**src/rtl/rhd_seq_pkg.sv**
```systemverilog
// Shared constants, command encoding and FSM state type for the RHD command sequencer.
// Build option RHD_AUX_CMD_EN is handled in rhd_cmd_sequencer; nothing here depends on it.
package rhd_seq_pkg;

  localparam int CMD_CH_W = 6;

  localparam logic [1:0]          CMD_CONVERT = 2'b00;
  localparam logic [CMD_CH_W-1:0] CMD_AUX_TAG = 6'h3F;

  typedef enum logic [1:0] {
    ST_IDLE,
    ST_ISSUE,
    ST_WAIT_HI,
    ST_WAIT_LO
  } seq_state_e;

  function automatic logic [31:0] convert_cmd(input logic [CMD_CH_W-1:0] ch);
    return {CMD_CONVERT, ch, 24'h000000};
  endfunction

endpackage

```
**src/rtl/rhd_tag_pipe.sv**
```systemverilog
// Channel-tag delay line: one entry pushed per issued frame; the tail is the tag of the
// frame whose result the chip returns in the frame now being issued.
module rhd_tag_pipe #(
  parameter int DEPTH = 2,
  parameter int W     = 6
) (
  input  logic         clk,
  input  logic         rst,
  input  logic         clear_i,
  input  logic         push_i,
  input  logic [W-1:0] tag_i,
  output logic [W-1:0] tail_o
);

  logic [W-1:0] stage_q [DEPTH];

  // NOTE: this is a handful of flops rather than a RAM, so resetting every entry is cheap and
  // keeps the tail deterministic; a real memory array would be left unreset instead.
  always_ff @(posedge clk) begin
    if (rst || clear_i) begin
      for (int i = 0; i < DEPTH; i++) stage_q[i] <= '0;
    end else if (push_i) begin
      stage_q[0] <= tag_i;
      for (int i = 1; i < DEPTH; i++) stage_q[i] <= stage_q[i-1];
    end
  end

  assign tail_o = stage_q[DEPTH-1];

endmodule

```
**src/rtl/rhd_cmd_sequencer.sv**
```systemverilog
// Sweeps CONVERT commands over NUM_CH channels through rhd_spi_master and streams re-tagged
// results downstream. Define RHD_AUX_CMD_EN to add one auxiliary command frame per sweep.
module rhd_cmd_sequencer
  import rhd_seq_pkg::*;
#(
  parameter int NUM_CH   = 32,
  parameter int CH_W     = 6,
  parameter int PIPE_LAT = 2
) (
  input  logic            clk,
  input  logic            rst,
  input  logic            enable,
  output logic            spi_start,
  output logic [31:0]     spi_cmd,
  input  logic            spi_done,
  input  logic [31:0]     spi_result,
  output logic            m_valid,
  input  logic            m_ready,
  output logic [31:0]     m_data,
  output logic [CH_W-1:0] m_channel,
  output logic            m_sof,
  output logic            overrun,
  input  logic            overrun_clr
`ifdef RHD_AUX_CMD_EN
  ,
  input  logic [31:0]     aux_cmd,
  input  logic            aux_valid,
  output logic            aux_ack
`endif
);

  localparam int                 PRIME_W    = $clog2(PIPE_LAT + 1);
  localparam logic [PRIME_W-1:0] PRIME_INIT = PRIME_W'(PIPE_LAT);
  localparam logic [CH_W-1:0]    LAST_IDX   = CH_W'(NUM_CH - 1);

  seq_state_e         state_q, state_d;
  logic [CH_W-1:0]    idx_q, idx_d;
  logic [PRIME_W-1:0] prime_q, prime_d;
  logic               aux_frame_q, aux_frame_d;
  logic [31:0]        spi_cmd_q, spi_cmd_d;
  logic [CH_W-1:0]    res_tag_q, res_tag_d;
  logic               m_valid_q, m_valid_d;
  logic [31:0]        m_data_q, m_data_d;
  logic [CH_W-1:0]    m_channel_q, m_channel_d;
  logic               m_sof_q, m_sof_d;
  logic               overrun_q, overrun_d;

  logic               pipe_push, pipe_clear, capture, overrun_set;
  logic [CH_W-1:0]    issue_tag, pipe_tail;
  logic               aux_req;
  logic [31:0]        aux_cmd_w;

`ifdef RHD_AUX_CMD_EN
  assign aux_req   = aux_valid;
  assign aux_cmd_w = aux_cmd;
  assign aux_ack   = (state_q == ST_ISSUE) && aux_frame_q;
`else
  assign aux_req   = 1'b0;
  assign aux_cmd_w = '0;
`endif

  assign issue_tag = aux_frame_q ? CH_W'(CMD_AUX_TAG) : idx_q;

  rhd_tag_pipe #(
    .DEPTH (PIPE_LAT),
    .W     (CH_W)
  ) u_tag_pipe (
    .clk     (clk),
    .rst     (rst),
    .clear_i (pipe_clear),
    .push_i  (pipe_push),
    .tag_i   (issue_tag),
    .tail_o  (pipe_tail)
  );

  // NOTE: every variable is given its hold value before the case statement, so no path through
  // this block leaves one unassigned and no latch can be inferred.
  always_comb begin
    state_d     = state_q;
    idx_d       = idx_q;
    prime_d     = prime_q;
    aux_frame_d = aux_frame_q;
    spi_cmd_d   = spi_cmd_q;
    res_tag_d   = res_tag_q;
    m_valid_d   = m_valid_q;
    m_data_d    = m_data_q;
    m_channel_d = m_channel_q;
    m_sof_d     = m_sof_q;
    overrun_d   = overrun_q;
    pipe_push   = 1'b0;
    pipe_clear  = 1'b0;
    capture     = 1'b0;
    overrun_set = 1'b0;

    unique case (state_q)
      ST_IDLE: begin
        if (enable) state_d = ST_ISSUE;
      end
      ST_ISSUE: begin
        // The tail is read before this push lands: it names the frame answered in this frame.
        pipe_push = 1'b1;
        res_tag_d = pipe_tail;
        state_d   = ST_WAIT_HI;
      end
      ST_WAIT_HI: begin
        if (spi_done) begin
          capture = 1'b1;
          state_d = ST_WAIT_LO;
        end
      end
      ST_WAIT_LO: begin
        if (!spi_done) begin
          if (aux_frame_q) begin
            aux_frame_d = 1'b0;
          end else if (idx_q == LAST_IDX) begin
            idx_d       = '0;
            aux_frame_d = aux_req;
          end else begin
            idx_d = idx_q + CH_W'(1);
          end
          if (enable) begin
            state_d = ST_ISSUE;
          end else begin
            state_d     = ST_IDLE;
            idx_d       = '0;
            aux_frame_d = 1'b0;
            prime_d     = PRIME_INIT;
            pipe_clear  = 1'b1;
          end
        end
      end
      default: state_d = ST_IDLE;
    endcase

    // The command is loaded on entry so it is already valid during the start pulse.
    if (state_d == ST_ISSUE && state_q != ST_ISSUE) begin
      spi_cmd_d = aux_frame_d ? aux_cmd_w : convert_cmd(idx_d);
    end

    if (m_valid_q && m_ready) m_valid_d = 1'b0;

    if (capture) begin
      if (prime_q != '0) begin
        prime_d = prime_q - PRIME_W'(1);
      end else if (m_valid_q && !m_ready) begin
        overrun_set = 1'b1;
      end else begin
        m_valid_d   = 1'b1;
        m_data_d    = spi_result;
        m_channel_d = res_tag_q;
        m_sof_d     = (res_tag_q == '0);
      end
    end

    if (overrun_clr) overrun_d = 1'b0;
    if (overrun_set) overrun_d = 1'b1;
  end

  // NOTE: state registers use non-blocking assignments so every flop samples the values from
  // before this edge, regardless of the order the simulator evaluates processes.
  always_ff @(posedge clk) begin
    if (rst) begin
      state_q     <= ST_IDLE;
      idx_q       <= '0;
      prime_q     <= PRIME_INIT;
      aux_frame_q <= 1'b0;
      spi_cmd_q   <= '0;
      res_tag_q   <= '0;
      m_valid_q   <= 1'b0;
      m_data_q    <= '0;
      m_channel_q <= '0;
      m_sof_q     <= 1'b0;
      overrun_q   <= 1'b0;
    end else begin
      state_q     <= state_d;
      idx_q       <= idx_d;
      prime_q     <= prime_d;
      aux_frame_q <= aux_frame_d;
      spi_cmd_q   <= spi_cmd_d;
      res_tag_q   <= res_tag_d;
      m_valid_q   <= m_valid_d;
      m_data_q    <= m_data_d;
      m_channel_q <= m_channel_d;
      m_sof_q     <= m_sof_d;
      overrun_q   <= overrun_d;
    end
  end

  assign spi_start = (state_q == ST_ISSUE);
  assign spi_cmd   = spi_cmd_q;
  assign m_valid   = m_valid_q;
  assign m_data    = m_data_q;
  assign m_channel = m_channel_q;
  assign m_sof     = m_sof_q;
  assign overrun   = overrun_q;

endmodule
```
**config.mk**
```make
export PLATFORM = sky130hd
export DESIGN_NAME = rhd_cmd_sequencer
export DESIGN_NICKNAME = d
export VERILOG_FILES = /design/src/rtl/rhd_seq_pkg.sv /design/src/rtl/rhd_tag_pipe.sv /design/src/rtl/rhd_cmd_sequencer.sv
export SDC_FILE = /design/constraint.sdc
export NUM_CORES = 1
export LEC_CHECK = 0
export BUFFER_PORTS_ARGS = -buffer_cell sky130_fd_sc_hd__clkbuf_2
export CORE_ASPECT_RATIO = 1.5
export CORE_MARGIN = 4
export CORE_UTILIZATION = 54
export DETAILED_ROUTE_END_ITERATION = 16
export PLACE_DENSITY_LB_ADDON = 0.25
export SLEW_MARGIN = 20
export SYNTH_ARGS = -nofsm -noshare
export SYNTH_HDL_FRONTEND = slang
export SYNTH_HIERARCHICAL = 1
export SYNTH_SLANG_ARGS = --single-unit
export TNS_END_PERCENT = 30
```
**constraint.sdc**
```tcl
create_clock -name clk -period 3.6 [get_ports clk]
set_clock_uncertainty 0.05 [all_clocks]
set_input_delay 0.18 -clock clk [delete_from_list [all_inputs] [get_ports clk]]
set_output_delay 0.18 -clock clk [all_outputs]
set_load 0.03 [all_outputs]
```
==> results.sh, run 1 <==
export IMPL_grt_use_met3_pct=4.45
export IMPL_ctsHoldBuffers=19
export IMPL_fillCellCount=469
export IMPL_busiest_layer="met2"
export IMPL_post_cts_setup_buffer_count=0
export IMPL_yosys_warnings=6
export IMPL_seq_area_frac_synth_pct=49.1
export IMPL_grt_max_degree=41
export IMPL_vdd_ir_drop_max_uv=248
export IMPL_design_area_um2=4060
export IMPL_start_util_pct=56.6
export IMPL_path_clk_slew_ps=80
export IMPL_drive_gt1_share_pct=26.6
export IMPL_grt_usage_pct=19.6
export IMPL_period_share_pct=60.3
export IMPL_dp_cells=507
export IMPL_slew_headroom_pct=49.5
export IMPL_setup_slack_ps=1430
export IMPL_clk_latency_ps=340
export IMPL_synthesis_area_um2=3340
export IMPL_place_hpwl_um=4780
export IMPL_fmax_mhz=461
export IMPL_first_global_vias=2718
export IMPL_synth_distinct_cells=44
export IMPL_rows=34
export IMPL_first_pass_iters=4
export IMPL_finalMaxSlewViolations=0
export IMPL_antenna_left=0
export IMPL_port_buffers=85
export IMPL_via_per_inst=5.08
export IMPL_status="finished clean"
export IMPL_p_leak_uw=0.00168
export IMPL_critPathArrivalTime_ps=2380
export IMPL_wl_per_cell_um=13.1
export IMPL_holdPathStages=3
export IMPL_hp_class="primary input to flip-flop"
export IMPL_cp_start_kind="flip-flop"
export IMPL_fin_tns_setup_ps=0
export IMPL_drc=0
export IMPL_r2r_start="state_q[1]$_SDFF_PP0_"
export IMPL_cts_resized=0
export IMPL_die_area_um2=7540
export IMPL_die_y_um=104
export IMPL_startpoint="state_q[1]$_SDFF_PP0_"
export IMPL_finalHoldViolCount=0
export IMPL_vias=2753
export IMPL_min_from="spi_result[19]"
export IMPL_timing_final_crit_period_ps=2170
export IMPL_cts_buffers=9
export IMPL_avgSynthCellArea_um2=8.85
export IMPL_synthToLayoutAreaGrowth_pct=21.3
export IMPL_globalplace_congestion=0.793
export IMPL_cp_required_ps=3810
export IMPL_layoutNonFillerInstCount=542
export IMPL_die_x_um=72.3
export IMPL_cts_root_buf="clkbuf_8"
export IMPL_syn_inst=378
export IMPL_ys_flop_type="dfxtp_1"
export IMPL_placed_area_um2=3620
export IMPL_r2r_cells=5
export IMPL_cp_max_fo=21
export IMPL_antenna_cells=0
export IMPL_num_io_pins=112
export IMPL_synth_edf_count=12
export IMPL_worst_pin_slew_ps=757
export IMPL_p_total_uw=1800
export IMPL_gr_usage_met2_pct=35.5
export IMPL_cts_tree="yes"
export IMPL_clock_path_buffers=2
export IMPL_overflow=0
export IMPL_wl_um=7090
export IMPL_maxCapViolCount=0
export IMPL_fin_nets=504
export IMPL_grt_pass1_wl_um=11900
export IMPL_dp_slack_ps=1450
export IMPL_power_density_nw_per_um2=443
export IMPL_worstSetupPathType="flip-flop to flip-flop"
export IMPL_antenna_found_initial=0
export IMPL_async_reset_ff_share_pct=0
export IMPL_cts_htree_levels=3
export IMPL_crit_path_end_kind="flip-flop"
export IMPL_rsz0062_at_grt="false"
export IMPL_cts_num_sinks=76
export IMPL_met1_usage_pct=21.0
export IMPL_core_area_um2=5910
export IMPL_drt_initial_drc_count=185
export IMPL_setup_viol=0
export IMPL_ys_ff_latch=76
==> worst max-delay path, stage by stage (launching register included) <==
cell and delay (ps):
dfxtp_1 540, nand4bb_1 240, nor3_4 640, buf_4 360, nand2_1 100, a21oi_1 150
==> cell usage in the layout, fill, tap and decap left out, types with 2 or more instances in the layout <==
master,Yosys,final
o21ai_0,10,10
clkbuf_2,0,85
nor2b_1,3,3
mux2i_1,7,7
nand2_1,87,87
nand4b_1,2,2
or3_1,3,2
or2_2,6,6
dlygate4sd3_1,0,19
buf_4,33,4
o21ai_1,2,2
clkbuf_8,0,10
nor4bb_1,2,2
and4bb_2,11,11
inv_1,2,2
a21oi_1,47,47
conb_1,1,26
nand2b_1,3,3
edfxtp_1,12,12
a22oi_1,5,5
nor3_1,5,5
nand3b_1,5,5
bufinv_16,0,2
nor3b_1,2,2
dfxtp_1,64,64
and2_1,3,3
nor2_1,21,21
==> synthesized netlist by cell type (2+ instances only) <==
cell type	count	area share, %
and4bb_2	11	4.1
and2_1	3	0.56
or3_1	3	0.56
buf_2	12	1.8
inv_1	2	0.22
a21oi_1	47	7.0
buf_6	2	0.67
nor2b_1	3	0.56
edfxtp_1	12	11
a22oi_1	5	1.1
or2_2	6	1.1
nor4bb_1	2	0.60
nor2_1	21	2.4
nand3b_1	5	1.1
nor3b_1	2	0.45
nand2_1	87	9.8
dfxtp_1	64	38
o21ai_0	10	1.5
nand2b_1	3	0.56
o21ai_1	2	0.30
buf_4	33	7.4
nor3_1	5	0.75
nand4b_1	2	0.52
mux2i_1	7	2.1
clkbuf_1	10	1.1
==> stage by stage <==
step                hold slack [ps]  util [%]
floorplan                       266         -
global placement                356      61.3
detailed placement              360      61.3
CTS                           0.355      68.6
global route                   7.04      68.6
finish                         13.2      68.6
==> metal layers <==
metal	wire (um)	vias up
met5	0	-
met4	100	0
met3	481	9
met2	3770	75
met1	2740	1267
li1	-	1402
==> registers in the layout (all words and copies together), names as in the netlist <==
signal,cells
res_tag_q,6
state_q,2
spi_cmd,6
prime_q,2
m_data,32
aux_frame_q,1
overrun,1
m_valid,1
u_tag_pipe/stage_q,12
m_sof,1
m_channel,6
idx_q,6
==> kinds of logic (layout without fill, tap and decap cells) <==
logic type | after synthesis | count (layout) | share of synthesized area (%)
and+or+nand+nor | 160 | 160 | 24.8
DFF | 76 | 76 | 49.1
AOI/OAI and AO/OA | 74 | 74 | 12.3
buffers and inverters | 59 | 126 | 11.2
muxes | 7 | 7 | 2.10
adders and majority gates | 1 | 1 | 0.374
other | 1 | 26 | 0.112
==> area by class of cell <==
type	instances	area, um^2	share of cell area (%)
Clock buffer	11	163	4.01
Clock inverter	5	80.1	1.97
Inverter	2	7.51	0.185
Multi-Input combinational cell	268	1430	35.2
Sequential cell	76	1640	40.5
Tap cell	72	90.1	2.22
Timing Repair Buffer	108	646	15.9
==> power breakdown <==
part           internal [uW]  total [uW]  switching, uW  leakage [uW]
combinational           53.0         148           94.9      0.000907
sequential               880         893           13.3      0.000643
clock                    452         757            305      0.000125
total                   1380        1800            413       0.00168
==> final timing paths <==
kind,slack [ps],to
hold / removal,10,m_data[19]$_SDFFE_PP0P_
setup / recovery,1430,m_data[9]$_SDFFE_PP0P_
hold reg to reg,400,spi_cmd[28]$_SDFFE_PP0P_
setup reg to reg,1430,m_data[9]$_SDFFE_PP0P_
(Power assumes the default switching activity.)
==> run 2: changes to the inputs <==
Settings changed: ABC_AREA from default to 1, CORE_UTILIZATION 54 to 50.
Clock period 3.6 ns to 2.15 ns, I/O delays scaled along.
==> run 2 against run 1 <==
Global-route usage decreased by 1.5 points. Register-to-register slack worse by 1100 ps. Sequential share of layout area is 0.82 points lower. Area after synthesis increased by 0.37%. Power up 55%. Flip-flop and latch count stayed put. Utilization is 5.2 points lower. Largest power group unchanged.
==> results.sh, run 2 <==
export IMPL_vias=2788
export IMPL_fillCellCount=556
export IMPL_whs_endpoint="m_valid$_SDFF_PP0_"
export IMPL_synth_top_cell_by_area="dfxtp_1"
export IMPL_cts_root_buf="clkbuf_8"
export IMPL_crit_path_end_kind="flip-flop"
export IMPL_fmax_mhz=541
export IMPL_cts_num_sinks=76
export IMPL_muxShareOfSynthArea_pct=0
export IMPL_synth_distinct_cells=29
export IMPL_most_common_layout_cells="clkbuf_2, nor2_1, dfxtp_1, nand2_1, nor2_2"
export IMPL_worst_pin_slew_ps=572
export IMPL_register_area_um2=1640
export IMPL_multi_input_area_um2=1310
export IMPL_path_clk_slew_ps=80
export IMPL_final_common_cell="clkbuf_2"
export IMPL_async_reset_ff_share_pct=0
export IMPL_first_global_vias=2678
export IMPL_globalplace_congestion=0.898
export IMPL_hp_class="primary input to flip-flop"
export IMPL_startpoint="state_q[0]$_SDFF_PP0_"
export IMPL_finalHoldViolCount=0
export IMPL_period_share_pct=86.0
export IMPL_yosys_warnings=6
export IMPL_antenna_found_initial=0
export IMPL_critPathBufInv=1
export IMPL_num_io_pins=112
export IMPL_cts_resized=0
export IMPL_ys_ff_latch=76
export IMPL_cp_start_kind="flip-flop"
export IMPL_die_x_um=74.9
export IMPL_synth_top_family_by_area="simple AND/OR/NAND/NOR gates"
export IMPL_r2r_start="state_q[0]$_SDFF_PP0_"
export IMPL_p_leak_uw=0.00202
export IMPL_crit_family="simple AND/OR/NAND/NOR gates"
export IMPL_grt_usage_pct=18.1
export IMPL_final_core_util_pct=63.4
export IMPL_synth_compound_area_share_pct=9.32
export IMPL_port_buffers=85
export IMPL_r2r_cells=6
export IMPL_largest_reg_flops=32
export IMPL_cp_required_ps=2090
export IMPL_synth_common_cells="nor2_1, dfxtp_1, nand2_1"
export IMPL_fin_nets=557
export IMPL_yosys_cell_count_top_type="nor2_1"
export IMPL_power_density_nw_per_um2=673
export IMPL_cp_slowest_cell="dfxtp_1"
export IMPL_path_cells="nand2_1, nor2_2, inv_1, nor2_1, nor2_2, nand2_1"
export IMPL_seq_area_frac_synth_pct=48.9
export IMPL_worstSetupPathType="flip-flop to flip-flop"
export IMPL_synth_simple_gate_area_share_pct=26.2
export IMPL_core_area_um2=6530
export IMPL_cts_buffers=9
export IMPL_overflow=0
export IMPL_reg2reg_setup_slack_ps=300
export IMPL_slew_headroom_pct=61.9
export IMPL_place_hpwl_um=4720
export IMPL_grt_pass1_wl_um=11300
export IMPL_setup_viol=0
export IMPL_cts_htree_levels=3
export IMPL_avgSynthCellArea_um2=8.21
export IMPL_post_cts_setup_buffer_count=0
export IMPL_finalMaxSlewViolations=0
export IMPL_grt_max_degree=46
export IMPL_antenna_left=0
export IMPL_drt_initial_drc_count=163
export IMPL_synthToLayoutAreaGrowth_pct=23.3
export IMPL_fin_tns_setup_ps=0
export IMPL_start_util_pct=51.4
export IMPL_ctsHoldBuffers=33
export IMPL_wl_um=7100
export IMPL_cts_tree="yes"
export IMPL_critPathMaxStageDelay_ps=450
export IMPL_vdd_ir_drop_max_uv=411
export IMPL_first_pass_iters=4
export IMPL_yosysTopAreaCellShare_pct=38.2
export IMPL_via_per_inst=4.65
export IMPL_die_area_um2=8120
export IMPL_clk_latency_ps=340
export IMPL_clock_path_buffers=2
export IMPL_synth_area_leaders="dfxtp_1, edfxtp_1, nor2_2"
export IMPL_cp_max_fo=12
export IMPL_synthesis_area_um2=3360
export IMPL_p_total_uw=2790
export IMPL_rows=36
export IMPL_maxCapViolCount=0
export IMPL_synth_xor_area_share_pct=0.261
export IMPL_holdPathStages=4
export IMPL_drive_gt1_share_pct=29.8
export IMPL_timing_final_crit_period_ps=1850
export IMPL_synth_fa_ha_area_share_pct=0.373
export IMPL_ys_flop_type="dfxtp_1"
export IMPL_die_y_um=108
export IMPL_synth_edf_count=12
export IMPL_wl_per_cell_um=11.9
export IMPL_min_from="m_ready"
export IMPL_rsz0062_at_grt="false"
export IMPL_critPathArrivalTime_ps=1790
export IMPL_drc=0
export IMPL_status="finished clean"
export IMPL_antenna_cells=0
export IMPL_syn_inst=409
export IMPL_r2r_end="u_tag_pipe/stage_q[0][6]$_SDFFCE_PN0P_"
## run 2: changes by cell type after synthesis, moves of 16 or more
| cell | change |
|---|---|
| o21ai_0 | +28 |
| inv_1 | +32 |
| nor2_2 | +42 |
| nand3_1 | +16 |
| a21oi_1 | -36 |
| nor2_1 | +47 |
| nand2_1 | -40 |
## run 2: final cells by class
| cell class | instances | area share [%] |
|---|---|---|
| Multi-Input combinational cell | 274 | 31.6 |
| Timing Repair Buffer | 121 | 19.1 |
| Sequential cell | 76 | 39.6 |
| Clock inverter | 7 | 0.997 |
| Tap cell | 76 | 2.30 |
| Clock buffer | 9 | 2.99 |
| Inverter | 36 | 3.32 |
## run 2: worst register-to-register path, cell delays in order, from the launching register on
cell and delay [ps]:
dfxtp_1 450, nand2_1 100, nor2_2 170, inv_1 130, nor2_1 170, nor2_2 70, nand2_1 360
## run 2: cells by family (layout without fill, tap and decap cells)
family                     Yosys count  after routing
DFF                                 76             76
buffers and inverters               84            173
other                                1             26
adders and majority gates            1              1
xor gates and xnor gates             1              1
AOI/OAI and AO/OA                   61             61
and+or+nand+nor                    185            185
## run 2: layer usage
metal  wire length, um  vias up  track usage [%]  part of all wire, %
li1                  -     1446                -                    -
met1              2720     1265             18.8                   38
met2              3810       73             33.1                   54
met3               536        4             5.67                  7.5
met4                45        0             6.49                 0.63
met5                 0        -                0                    0
## run 2: report_power, final
part           internal (uW)  leakage [uW]  switching (uW)
combinational            120       0.00128             226
sequential              1490      0.000644            27.1
clock                    413     0.0000934             508
## run 2: worst max path at each step
stage,cells after the start,end
2_1_floorplan,5,u_tag_pipe/stage_q[0][0]$_SDFFCE_PN0P_
6_report,6,u_tag_pipe/stage_q[0][6]$_SDFFCE_PN0P_
3_3_place_gp,6,u_tag_pipe/stage_q[0][0]$_SDFFCE_PN0P_
3_5_place_dp,6,u_tag_pipe/stage_q[0][5]$_SDFFCE_PN0P_
4_1_cts,6,u_tag_pipe/stage_q[0][5]$_SDFFCE_PN0P_
5_1_grt,6,u_tag_pipe/stage_q[0][10]$_SDFFCE_PN0P_
## run 2: stage by stage
stage               cell area, um^2  hold WS (ps)  std cells  setup slack, ps
detailed placement             3640           295        550              306
CTS                            4140          11.1        599              292
finish                         4140          32.1        599              301
global placement               3640           283        550              364
global route                   4140          28.5        599              108
floorplan                      3450           186        434              338
==> run 3: changes to the inputs <==
Settings changed: REMOVE_ABC_BUFFERS from default to 1.
==> run 3 against run 2 <==
Critical path depth stayed put. Cell area is 0.54% higher. Global-route usage is 0.31 points lower. Wire length is 1.3% higher. Worst setup slack worse by 30 ps. Sequential share of layout area is 0.21 points lower. Fmax is 1.6% lower. Critical path type unchanged. Worst hold slack worse by 12 ps.
==> results.sh, run 3 (synthesis results as in run 2) <==
export IMPL_cts_buffers=9
export IMPL_cp_max_fo=12
export IMPL_worst_pin_slew_ps=547
export IMPL_most_common_layout_cells="clkbuf_2, nor2_1, dfxtp_1, nand2_1, nor2_2"
export IMPL_cp_start_kind="flip-flop"
export IMPL_hp_class="primary input to flip-flop"
export IMPL_cp_required_ps=2080
export IMPL_r2r_cells=6
export IMPL_die_x_um=74.9
export IMPL_p_seq_share_pct=52.1
export IMPL_fillCellCount=557
export IMPL_antenna_found_initial=0
export IMPL_vias=2789
export IMPL_via_per_inst=4.66
export IMPL_r2r_end="u_tag_pipe/stage_q[0][11]$_SDFFCE_PN0P_"
export IMPL_rsz0062_at_grt="false"
export IMPL_layoutNonFillerInstCount=599
export IMPL_power_switching_uw=728
export IMPL_cts_htree_levels=3
export IMPL_overflow=0
export IMPL_antenna_cells=0
export IMPL_ctsHoldBuffers=33
export IMPL_dp_cells=550
export IMPL_timing_final_crit_period_ps=1880
export IMPL_slew_headroom_pct=63.5
export IMPL_cp_slowest_cell="dfxtp_1"
export IMPL_cts_resized=0
export IMPL_rows=36
export IMPL_p_comb_share_pct=11.7
export IMPL_num_io_pins=112
export IMPL_clk_latency_ps=340
export IMPL_cts_num_sinks=76
export IMPL_clock_path_buffers=2
export IMPL_whs_endpoint="m_valid$_SDFF_PP0_"
export IMPL_critPathMaxStageDelay_ps=440
export IMPL_post_cts_setup_buffer_count=0
export IMPL_antenna_left=0
export IMPL_globalplace_congestion=0.923
export IMPL_fin_nets=557
export IMPL_register_area_um2=1640
export IMPL_start_util_pct=51.4
export IMPL_drc=0
export IMPL_swShare_pct=24.9
export IMPL_first_global_vias=2570
export IMPL_grt_usage_pct=17.8
export IMPL_cts_root_buf="clkbuf_8"
export IMPL_period_share_pct=87.4
export IMPL_synthToLayoutAreaGrowth_pct=24.0
export IMPL_die_y_um=108
export IMPL_vdd_ir_drop_max_uv=468
export IMPL_path_cells="nand2_1, nor2_2, inv_1, nor2_1, nor2_2, nand2_1"
export IMPL_core_area_um2=6530
export IMPL_p_total_uw=2920
export IMPL_grt_max_degree=57
export IMPL_final_core_util_pct=63.7
export IMPL_reg2reg_setup_slack_ps=270
export IMPL_worstSetupPathType="flip-flop to flip-flop"
export IMPL_wl_um=7200
export IMPL_largest_reg_flops=32
export IMPL_cts_tree="yes"
export IMPL_finalHoldViolCount=0
export IMPL_first_pass_iters=4
export IMPL_final_common_cell="clkbuf_2"
export IMPL_multi_input_area_um2=1310
export IMPL_r2r_start="state_q[0]$_SDFF_PP0_"
export IMPL_drive_gt1_share_pct=29.4
export IMPL_power_density_nw_per_um2=702
export IMPL_maxCapViolCount=0
export IMPL_drt_initial_drc_count=103
export IMPL_fmax_mhz=532
export IMPL_min_from="m_ready"
export IMPL_crit_path_end_kind="flip-flop"
export IMPL_die_area_um2=8120
export IMPL_p_leak_uw=0.00202
export IMPL_place_hpwl_um=4650
export IMPL_power_frac_clock_pct=36.1
export IMPL_fin_tns_setup_ps=0
export IMPL_path_clk_slew_ps=70
export IMPL_status="finished clean"
export IMPL_grt_pass1_wl_um=11100
export IMPL_hold_slack_ps=19.7
export IMPL_wl_per_cell_um=12.0
export IMPL_finalMaxSlewViolations=0
export IMPL_critPathArrivalTime_ps=1810
export IMPL_p_int_uw=2190
export IMPL_holdPathStages=4
export IMPL_port_buffers=85
export IMPL_setup_viol=0
## run 3: power groups by stage
stage                     clock network, uW  registers, uW  logic, uW
after global placement                    0           1550        291
after global routing                   1160           1530        377
after CTS                              1100           1520        342
after detailed placement                  0           1550        294
final                                  1060           1520        343
after floorplan                           0           1560        188
## run 3: how the worst max path moves through the flow
stage | cells past startpoint | from | slack (ps) | endpoint
floorplan | 7 | state_q[1]$_SDFF_PP0_ | 310 | m_channel[4]$_SDFFE_PP0P_
global placement | 6 | state_q[0]$_SDFF_PP0_ | 360 | u_tag_pipe/stage_q[0][3]$_SDFFCE_PN0P_
detailed placement | 6 | state_q[0]$_SDFF_PP0_ | 270 | u_tag_pipe/stage_q[0][5]$_SDFFCE_PN0P_
CTS | 6 | state_q[0]$_SDFF_PP0_ | 260 | u_tag_pipe/stage_q[0][11]$_SDFFCE_PN0P_
global route | 6 | state_q[0]$_SDFF_PP0_ | 90 | u_tag_pipe/stage_q[0][11]$_SDFFCE_PN0P_
finish | 6 | state_q[0]$_SDFF_PP0_ | 270 | u_tag_pipe/stage_q[0][11]$_SDFFCE_PN0P_
## run 3: cell type report
class	count	area share, %
clock buffer	16	4.81
inverter	36	3.31
multi-input combinational	274	31.5
sequential	76	39.4
tap	76	2.28
timing repair buffer	121	18.7
## run 3: metrics by stage
| step | area (um^2) | worst slack, ps |
|---|---|---|
| after detailed placement | 3630 | 271 |
| after global routing | 4160 | 91.6 |
| after CTS | 4160 | 258 |
| after floorplan | 3090 | 309 |
| after global placement | 3630 | 360 |
| final | 4160 | 271 |
## run 3: layer usage
layer / part of all wire (%) / vias up / GRT usage [%] / wire length, um
li1: - / 1448 / - / -
met1: 40 / 1250 / 18.7 / 2860
met2: 51 / 81 / 31.5 / 3680
met3: 7.6 / 10 / 5.40 / 549
met4: 1.6 / 0 / 8.27 / 112
met5: 0 / - / 0 / 0
## run 3: worst max-delay path, delay by kind of cell, from the launching register on
kind	cells	cell delay [ps]
AND/OR/NAND/NOR	5	890
flip-flops	1	440
buffers and inverters	1	140
